===== src/rtl/demorgan_sweep.sv =====
// ============================================================================
// Module   : demorgan_sweep
// Purpose  : Exhaustive stimulus/response checker for the DeMorgan gate block.
//            Drives every (A,B) operand pair, holds each for SETTLE cycles,
//            then compares the six gate outputs against their golden values.
//            It keeps a saturating error count and captures the first failure.
// Ports    : clk, reset         - single clock, synchronous active-high reset
//            start              - launch a sweep (ignored while busy)
//            A, B               - registered operands to the gate block
//            nA .. nAornB       - gate-block outputs under check
//            busy, done, pass   - sweep status / result
//            err_count          - failing vectors, saturating at 2^ERRW-1
//            fail_A, fail_B     - operands of the first failing vector
//            fail_mask          - [0]nA [1]nB [2]nAandnB [3]AorB [4]npAorB
//                                 [5]nAornB mismatch bits of first failure
// Revision : 1.0 - initial release
// ============================================================================
`default_nettype none

module demorgan_sweep #(
  parameter int WIDTH  = 1,
  parameter int SETTLE = 2,
  parameter int ERRW   = 8
) (
  input  logic             clk,
  input  logic             reset,
  input  logic             start,
  output logic [WIDTH-1:0] A,
  output logic [WIDTH-1:0] B,
  input  logic [WIDTH-1:0] nA,
  input  logic [WIDTH-1:0] nB,
  input  logic [WIDTH-1:0] nAandnB,
  input  logic [WIDTH-1:0] AorB,
  input  logic [WIDTH-1:0] npAorB,
  input  logic [WIDTH-1:0] nAornB,
  output logic             busy,
  output logic             done,
  output logic             pass,
  output logic [ERRW-1:0]  err_count,
  output logic [WIDTH-1:0] fail_A,
  output logic [WIDTH-1:0] fail_B,
  output logic [5:0]       fail_mask
);

  localparam int c_VW = 2 * WIDTH;
  // Counter needs at least one bit even when SETTLE == 1.
  localparam int c_CW = (SETTLE > 1) ? $clog2(SETTLE) : 1;
  localparam logic [c_CW-1:0] c_CNT_INIT = c_CW'(SETTLE - 1);
  localparam logic [c_VW-1:0] c_V_LAST   = {c_VW{1'b1}};
  localparam logic [ERRW-1:0] c_ERR_MAX  = {ERRW{1'b1}};

  typedef enum logic [1:0] {
    ST_IDLE = 2'd0,
    ST_RUN  = 2'd1,
    ST_DONE = 2'd2
  } state_t;

  state_t           state_q, state_d;
  logic [c_VW-1:0]  v_q, v_d;
  logic [c_CW-1:0]  cnt_q, cnt_d;
  logic             busy_q, busy_d;
  logic             done_q, done_d;
  logic             pass_q, pass_d;
  logic [ERRW-1:0]  err_q, err_d;
  logic [WIDTH-1:0] fail_a_q, fail_a_d;
  logic [WIDTH-1:0] fail_b_q, fail_b_d;
  logic [5:0]       fail_mask_q, fail_mask_d;

  logic [WIDTH-1:0] w_a;
  logic [WIDTH-1:0] w_b;
  logic [5:0]       w_mask;

  // A is the fast-moving half of the vector index.
  assign w_a = v_q[WIDTH-1:0];
  assign w_b = v_q[c_VW-1:WIDTH];

  // One mismatch bit per checked signal, set if any bit differs from golden.
  always_comb begin
    w_mask    = '0;
    w_mask[0] = |(nA      ^ ~w_a);
    w_mask[1] = |(nB      ^ ~w_b);
    w_mask[2] = |(nAandnB ^ (~w_a & ~w_b));
    w_mask[3] = |(AorB    ^ (w_a | w_b));
    w_mask[4] = |(npAorB  ^ ~(w_a | w_b));
    w_mask[5] = |(nAornB  ^ (~w_a | ~w_b));
  end

  always_comb begin
    state_d     = state_q;
    v_d         = v_q;
    cnt_d       = cnt_q;
    busy_d      = busy_q;
    done_d      = done_q;
    pass_d      = pass_q;
    err_d       = err_q;
    fail_a_d    = fail_a_q;
    fail_b_d    = fail_b_q;
    fail_mask_d = fail_mask_q;

    case (state_q)
      ST_IDLE, ST_DONE: begin
        if (start) begin
          state_d     = ST_RUN;
          v_d         = '0;
          cnt_d       = c_CNT_INIT;
          busy_d      = 1'b1;
          done_d      = 1'b0;
          pass_d      = 1'b0;
          err_d       = '0;
          fail_a_d    = '0;
          fail_b_d    = '0;
          fail_mask_d = '0;
        end
      end

      ST_RUN: begin
        if (cnt_q != '0) begin
          cnt_d = cnt_q - c_CW'(1);
        end else begin
          if (w_mask != '0) begin
            // A zero count means no earlier failure in this sweep.
            if (err_q == '0) begin
              fail_a_d    = w_a;
              fail_b_d    = w_b;
              fail_mask_d = w_mask;
            end
            if (err_q != c_ERR_MAX) begin
              err_d = err_q + ERRW'(1);
            end
          end
          if (v_q == c_V_LAST) begin
            state_d = ST_DONE;
            busy_d  = 1'b0;
            done_d  = 1'b1;
            pass_d  = (err_q == '0) && (w_mask == '0);
          end else begin
            v_d   = v_q + c_VW'(1);
            cnt_d = c_CNT_INIT;
          end
        end
      end

      default: state_d = ST_IDLE;
    endcase
  end

  always_ff @(posedge clk) begin
    if (reset) begin
      state_q     <= ST_IDLE;
      v_q         <= '0;
      cnt_q       <= '0;
      busy_q      <= 1'b0;
      done_q      <= 1'b0;
      pass_q      <= 1'b0;
      err_q       <= '0;
      fail_a_q    <= '0;
      fail_b_q    <= '0;
      fail_mask_q <= '0;
    end else begin
      state_q     <= state_d;
      v_q         <= v_d;
      cnt_q       <= cnt_d;
      busy_q      <= busy_d;
      done_q      <= done_d;
      pass_q      <= pass_d;
      err_q       <= err_d;
      fail_a_q    <= fail_a_d;
      fail_b_q    <= fail_b_d;
      fail_mask_q <= fail_mask_d;
    end
  end

  assign A         = w_a;
  assign B         = w_b;
  assign busy      = busy_q;
  assign done      = done_q;
  assign pass      = pass_q;
  assign err_count = err_q;
  assign fail_A    = fail_a_q;
  assign fail_B    = fail_b_q;
  assign fail_mask = fail_mask_q;

endmodule

`default_nettype wire

===== config.mk =====
export PLATFORM = sky130hd
export DESIGN_NAME = demorgan_sweep
export DESIGN_NICKNAME = d
export VERILOG_FILES = /design/src/rtl/demorgan_sweep.sv
export SDC_FILE = /design/constraint.sdc
export NUM_CORES = 1
export LEC_CHECK = 0
export ABC_AREA = 1
export ABC_CLOCK_PERIOD_IN_PS = 2900
export BUFFER_PORTS_ARGS = -buffer_cell sky130_fd_sc_hd__buf_2
export CORE_MARGIN = 2
export CORE_UTILIZATION = 57
export DETAILED_ROUTE_END_ITERATION = 10
export PLACE_DENSITY = 0.83
export SLEW_MARGIN = 20
export SYNTH_ARGS = -nofsm -noshare
export SYNTH_HDL_FRONTEND = slang
export SYNTH_SLANG_ARGS = --single-unit

===== constraint.sdc =====
create_clock -name clk -period 2.9 [get_ports clk]
set_input_delay 0.435 -clock clk [delete_from_list [all_inputs] [get_ports clk]]
set_output_delay 0.435 -clock clk [all_outputs]
set_load 0.02 [all_outputs]

# Word-level counts from Yosys, hierarchy flattened
# Cells that the tools add are included.
dict set report classes {
  addsub 3
  eq_ne 11
  muxes 40
  bitwise 12
  reduce_logical 13
}
# operator count
set ops {}
lappend ops {{$mux W8} 4}
lappend ops {{$mux W6} 4}
lappend ops {{$mux W1} 16}
lappend ops {{$pmux W8 S2} 1}
lappend ops {{$ne A2 B2 Y1 const B} 7}
lappend ops {{$mux W2} 6}
lappend ops {{$pmux W1 S2} 6}
lappend ops {{$pmux W6 S2} 1}
lappend ops {{$reduce_and A5 Y1} 2}
lappend ops {{$add A8 B1 Y8 const B} 1}
lappend ops {{$logic_not A8 Y1} 1}
lappend ops {{$ne A8 B8 Y1 const B} 1}
lappend ops {{$pmux W2 S2} 2}
lappend ops {{$reduce_and A4 Y1} 2}
lappend ops {{$logic_not A6 Y1} 1}
lappend ops {{$reduce_bool A6 Y1} 1}
lappend ops {{$xor A1 B1 Y1} 6}
lappend ops {{$eq A2 B2 Y1 const B} 2}
lappend ops {{$not A1 Y1} 3}
lappend ops {{$reduce_and A3 Y1} 1}
lappend ops {{$add A2 B1 Y2 const B} 1}
lappend ops {{$eq A2 B1 Y1 const B} 1}
lappend ops {{$logic_not A2 Y1} 1}
lappend ops {{$or A1 B1 Y1} 2}
lappend ops {{6 further kinds} 6}
dict set report totals {
  register_bits 24
  output_inout_bits 21
  elab_cells 89
}

# Logic depth before layout (Yosys ltp)
dict set report logic_depth {
  word_depth 8
  ltp_mapped 13
  depth_no_buf 12
}

# Worst setup path before layout
# No wires, ideal clock.
dict set report synth_path {
  path_type {reg-to-reg}
  startpoint {register v_q[0]}
  endpoint {register fail_mask_q[0] (netlist: fail_mask[0])}
  setup_time_ns 0.132
  arrival_time_ns 1.621
  required_ns 2.768
  path_slack_ns 1.147
  path_stages_with_launch 13
  path_buffers 2
  synth_period_minus_slack_ns 1.753
  cell_sequence {dfxtp_1 > inv_1 > ha_1 > inv_1 > nand2_1 > nand2_1 > nand2_1 > nor2_1 > nand2_1 > buf_6 > buf_6 > nand4_1 > a21oi_1}
}
dict set report synth_via {
  elab_chain_len 6
}
# item line_no
set synth_rtl {}
lappend synth_rtl {{from (decl)} 59} ;# logic [c_VW-1:0] v_q, v_d;
lappend synth_rtl {{from (signal assigned)} 161} ;# v_q <= v_d;
lappend synth_rtl {{$not A1 Y1 or $or A1 B1 Y1 (tied branches)} --}
lappend synth_rtl {{$and A1 B1 Y1, or another cell as far along} 82} ;# w_mask[2] = |(nAandnB ^ (~w_a & ~w_b));
lappend synth_rtl {{$xor A1 B1 Y1, or another cell as far along} 82}
lappend synth_rtl {{$reduce_bool A6 Y1 or $mux W6 (tied branches)} 120} ;# if (w_mask != '0) begin
lappend synth_rtl {{$ne A2 B2 Y1 (no source line) or $mux W6 (tied branches)} --}
lappend synth_rtl {{$reduce_and A5 Y1 (no source line) or $pmux W6 S2 (tied branches)} --}
lappend synth_rtl {{to (signal assigned)} 169} ;# fail_mask_q <= fail_mask_d;
lappend synth_rtl {{to (decl)} 67} ;# logic [5:0] fail_mask_q, fail_mask_d;
# Several ways; a longest one is shown, not always the timed one. The select of a mux whose other input is x is not followed.
# A chain may end at the register's enable or synchronous reset.

# Worst setup path after layout
dict set report layout_path {
  startpoint {register v_q[0]}
  endpoint {register err_q[6] (netlist: err_count[6])}
}
dict set report layout_via {
  elab_chain_len 6
}
# item line_no
set layout_rtl {}
lappend layout_rtl {{$not A1 Y1 or $or A1 B1 Y1 (tied branches)} --}
lappend layout_rtl {{$and A1 B1 Y1, or another cell as far along} 82}
lappend layout_rtl {{$xor A1 B1 Y1, on equally long branches} {82, 84, 85}}
lappend layout_rtl {{$reduce_bool A6 Y1 (*)} 120}
lappend layout_rtl {{$ne A2 B2 Y1 (no source line) (*)} --}
lappend layout_rtl {{$reduce_and A5 Y1 (no source line) (*)} --}
lappend layout_rtl {{to (signal assigned)} 166} ;# err_q <= err_d;
lappend layout_rtl {{to (decl)} 64} ;# logic [ERRW-1:0] err_q, err_d;
# Every way passes the cells marked *; elsewhere a longest branch is shown, timed or not.

==> flow_summary_export.csv <==
group,metric,value,unit
run_status,status,"finished, final reports clean",
sta,slew_viol_final,0,
synthesis,seq_area_frac_synth,0.344,
pwr,seqPwrFrac,0.544,
clocking,path_clk_slew,120,ps
detailed_routing,drt_wl_total,3090,um
worst_setup_path,cp.required,3110,ps
sta,setup_violations,0,
pwr,total_power,0.659,mW
final_layout,layout-drive-gt1-share,0.181,
clocking,htree_levels,1,
synthesis,synthesis.nets,220,
worst_setup_path,worstPathArrival,2320,ps
synthesis,synth_area,0.00140,mm^2
die,dieArea,0.00286,mm^2
sta,worst_pin_slew,611,ps
global_route,antenna_found_initial,0,
final_layout,num_antenna_cells,0,
clocking,clkSinkCount,24,
placement,pre_cts_slack,824,ps
synthesis,synth_cell_type_count,24,
sta,fin_crit,2110,ps
pwr,pwr-share-clk,0.210,
global_route,grt_use_total,0.237,
final_layout,nFillCells,221,
clocking,cts_buffers,3,
sta,fin_crit_sh,0.729,
die,fp.dieH,53.5,um
detailed_routing,wl_per_cell,11.9,um
sta,relSlewSlack,0.592,
global_route,grt_max_degree,23,
die,pin_count,30,
clocking,ctsHoldBuffers,0,
worst_setup_path,ff2ff_setup_slack,790,ps
final_layout,nets,247,
sta,setup_tns,0,ps
synthesis,yosysWarningCount,0,
run,max-cap-violations,0,
sta,fmax,0.473,GHz
detailed_routing,drt_drc_violations_left,0,
sta,hold_violations,0,
global_route,grt_overflow,0,
die,die_x,53.5,um
clocking,clkLatencyLatePin,300,ps
detailed_routing,dr.pass1.iters,4,
pwr,p_int,0.449,mW
sta,timing.clock.skew,1.65,ps
final_layout,area_growth,11.1,%
worst_setup_path,path_class,"reg2reg",
die,core_area,0.00225,mm^2
sta,rsz0062_at_grt,"no",
synthesis,synth-seq-cells,24,
global_route,grt_first_pass_wirelength,5080,um
sta,fin_ws,787,ps
clocking,clockBufferDepth,2,
worst_setup_path,end_kind,"flop",
pwr,irDropWorstVdd,0.274,mV
pwr,power_frac_comb,0.246,
global_route,grt_pass1_vias,1217,
pwr,leakage,0.706,nW
worst_setup_path,cp_max_fo,20,
detailed_routing,drt_iter0_markers,35,
clocking,cts_tree,"built",
clocking,root_buffer,"clkbuf_4",
synthesis,syn_inst,207,
placement,hpwl,2390,um
die,rows,17,
clocking,cts_resized,0,
pwr,p_switching,0.210,mW
final_layout,seq_area,480,um^2
detailed_routing,via_per_inst,5.40,
placement,port_buffers,29,
pwr,swShare,0.319,
detailed_routing,final_antenna_net_count,0,
worst_hold_path,hold_path_class,"in2reg",
die,initial_core_util,0.620,
synthesis,avgSynthCellArea,6.75,um^2
worst_setup_path,startpoint_type,"flop",
placement,gp_congestion,0.896,
pwr,power_density,424,mW/mm^2
clocking,cts_setup_buffers,0,
detailed_routing,route.vias.total,1405,
final_layout,multi_input_area,761,um^2
==> stage by stage <==
stage	hold WS (ps)	util	cells	instance area (um^2)
final	386	0.689	260	1550
after global routing	421	0.689	260	1550
after CTS	382	0.689	260	1550
after detailed placement	450	0.679	257	1530
after global placement	447	0.679	257	1530
after floorplan	454	-	207	1400
==> synth_stat cells (all sizes together) <==
library cell	number	area [um^2]
a211oi	2	15.0
a21oi	23	115
buf	7	55.1
clkbuf	2	7.51
dfxtp	24	480
ha	4	50.1
inv	25	93.8
nand2	57	214
nand3	6	40.0
nand4	19	134
nor2	28	131
o21ai	6	30.0
o21bai	1	7.51
or2	1	6.26
xnor2	2	17.5
==> state kept, by name, summed over array words and instances, names as in the netlist <==
signal	flops
busy	1
cnt_q	1
done	1
err_count	8
fail_A	1
fail_B	1
fail_mask	6
pass	1
state_q	2
v_q	2
==> power groups by stage <==
stage               clock, mW  sequential, mW  combinational [mW]
finish                  0.138           0.359               0.162
global route            0.152           0.361               0.182
CTS                     0.141           0.359               0.163
detailed placement          0           0.366               0.162
global placement            0           0.365               0.156
floorplan                   0           0.381               0.108
==> final timing paths <==
| path | depth (start not counted) | start | end |
|---|---|---|---|
| setup / recovery | 10 | v_q[0]$_SDFFE_PP0P_ | err_count[6]$_SDFFE_PP0P_ |
| hold / removal | 4 | start | state_q[1]$_SDFFE_PP0P_ |
| setup reg to reg | 10 | v_q[0]$_SDFFE_PP0P_ | err_count[6]$_SDFFE_PP0P_ |
| hold reg to reg | 2 | busy$_SDFFE_PP0P_ | busy$_SDFFE_PP0P_ |
==> placed cells by master (no fill, tap or decap) <==
| cell type | instances |
|---|---|
| dfxtp_1 | 24 |
| inv_1 | 23 |
| nor2_2 | 1 |
| nor2_4 | 1 |
| o21ai_1 | 2 |
| o21bai_1 | 1 |
| buf_2 | 29 |
| nand3_1 | 4 |
| or2_0 | 1 |
| clkbuf_4 | 3 |
| nand3_2 | 2 |
| xnor2_1 | 2 |
| a21oi_1 | 23 |
| inv_2 | 2 |
| nor2_1 | 25 |
| nand4_4 | 1 |
| buf_4 | 2 |
| ha_1 | 4 |
| a211oi_1 | 2 |
| nor2_8 | 1 |
| nand2_1 | 57 |
| nand4_1 | 18 |
| o21ai_0 | 4 |
==> worst max-delay path, stage by stage, from the launching register on <==
cell and delay (ps):
dfxtp_1 390, inv_1 110, ha_1 250, inv_1 100
nand2_1 80, nand3_1 80, nor2_1 50, nand2_1 450
nand3_2 240, o21ai_0 210, nor2_1 50
==> cells by family (layout without fill, tap and decap cells) <==
| family | Yosys count | after routing | synth area share |
|---|---|---|---|
| buf+inv | 34 | 59 | 0.112 |
| flops | 24 | 24 | 0.344 |
| simple gates | 111 | 111 | 0.376 |
| fa+ha+maj | 4 | 4 | 0.0358 |
| compound gates | 32 | 32 | 0.120 |
| xor+xnor | 2 | 2 | 0.0125 |
==> per-layer routing <==
metal  part of all wire  vias up  global-route usage
met5                  0        -                   0
met4             0.0074        0              0.0598
met3              0.043        4              0.0226
met2               0.53       39               0.442
met1               0.42      639               0.287
li1                   -      723                   -
==> final cells by class <==
class	count	share of cell area
repair buffers	31	0.103
clock buffers	3	0.0145
inverters	25	0.0604
well taps	28	0.0226
flip-flops and latches	24	0.309
multi-input cells	149	0.490
Note: power is estimated with default switching activity, not from simulation.
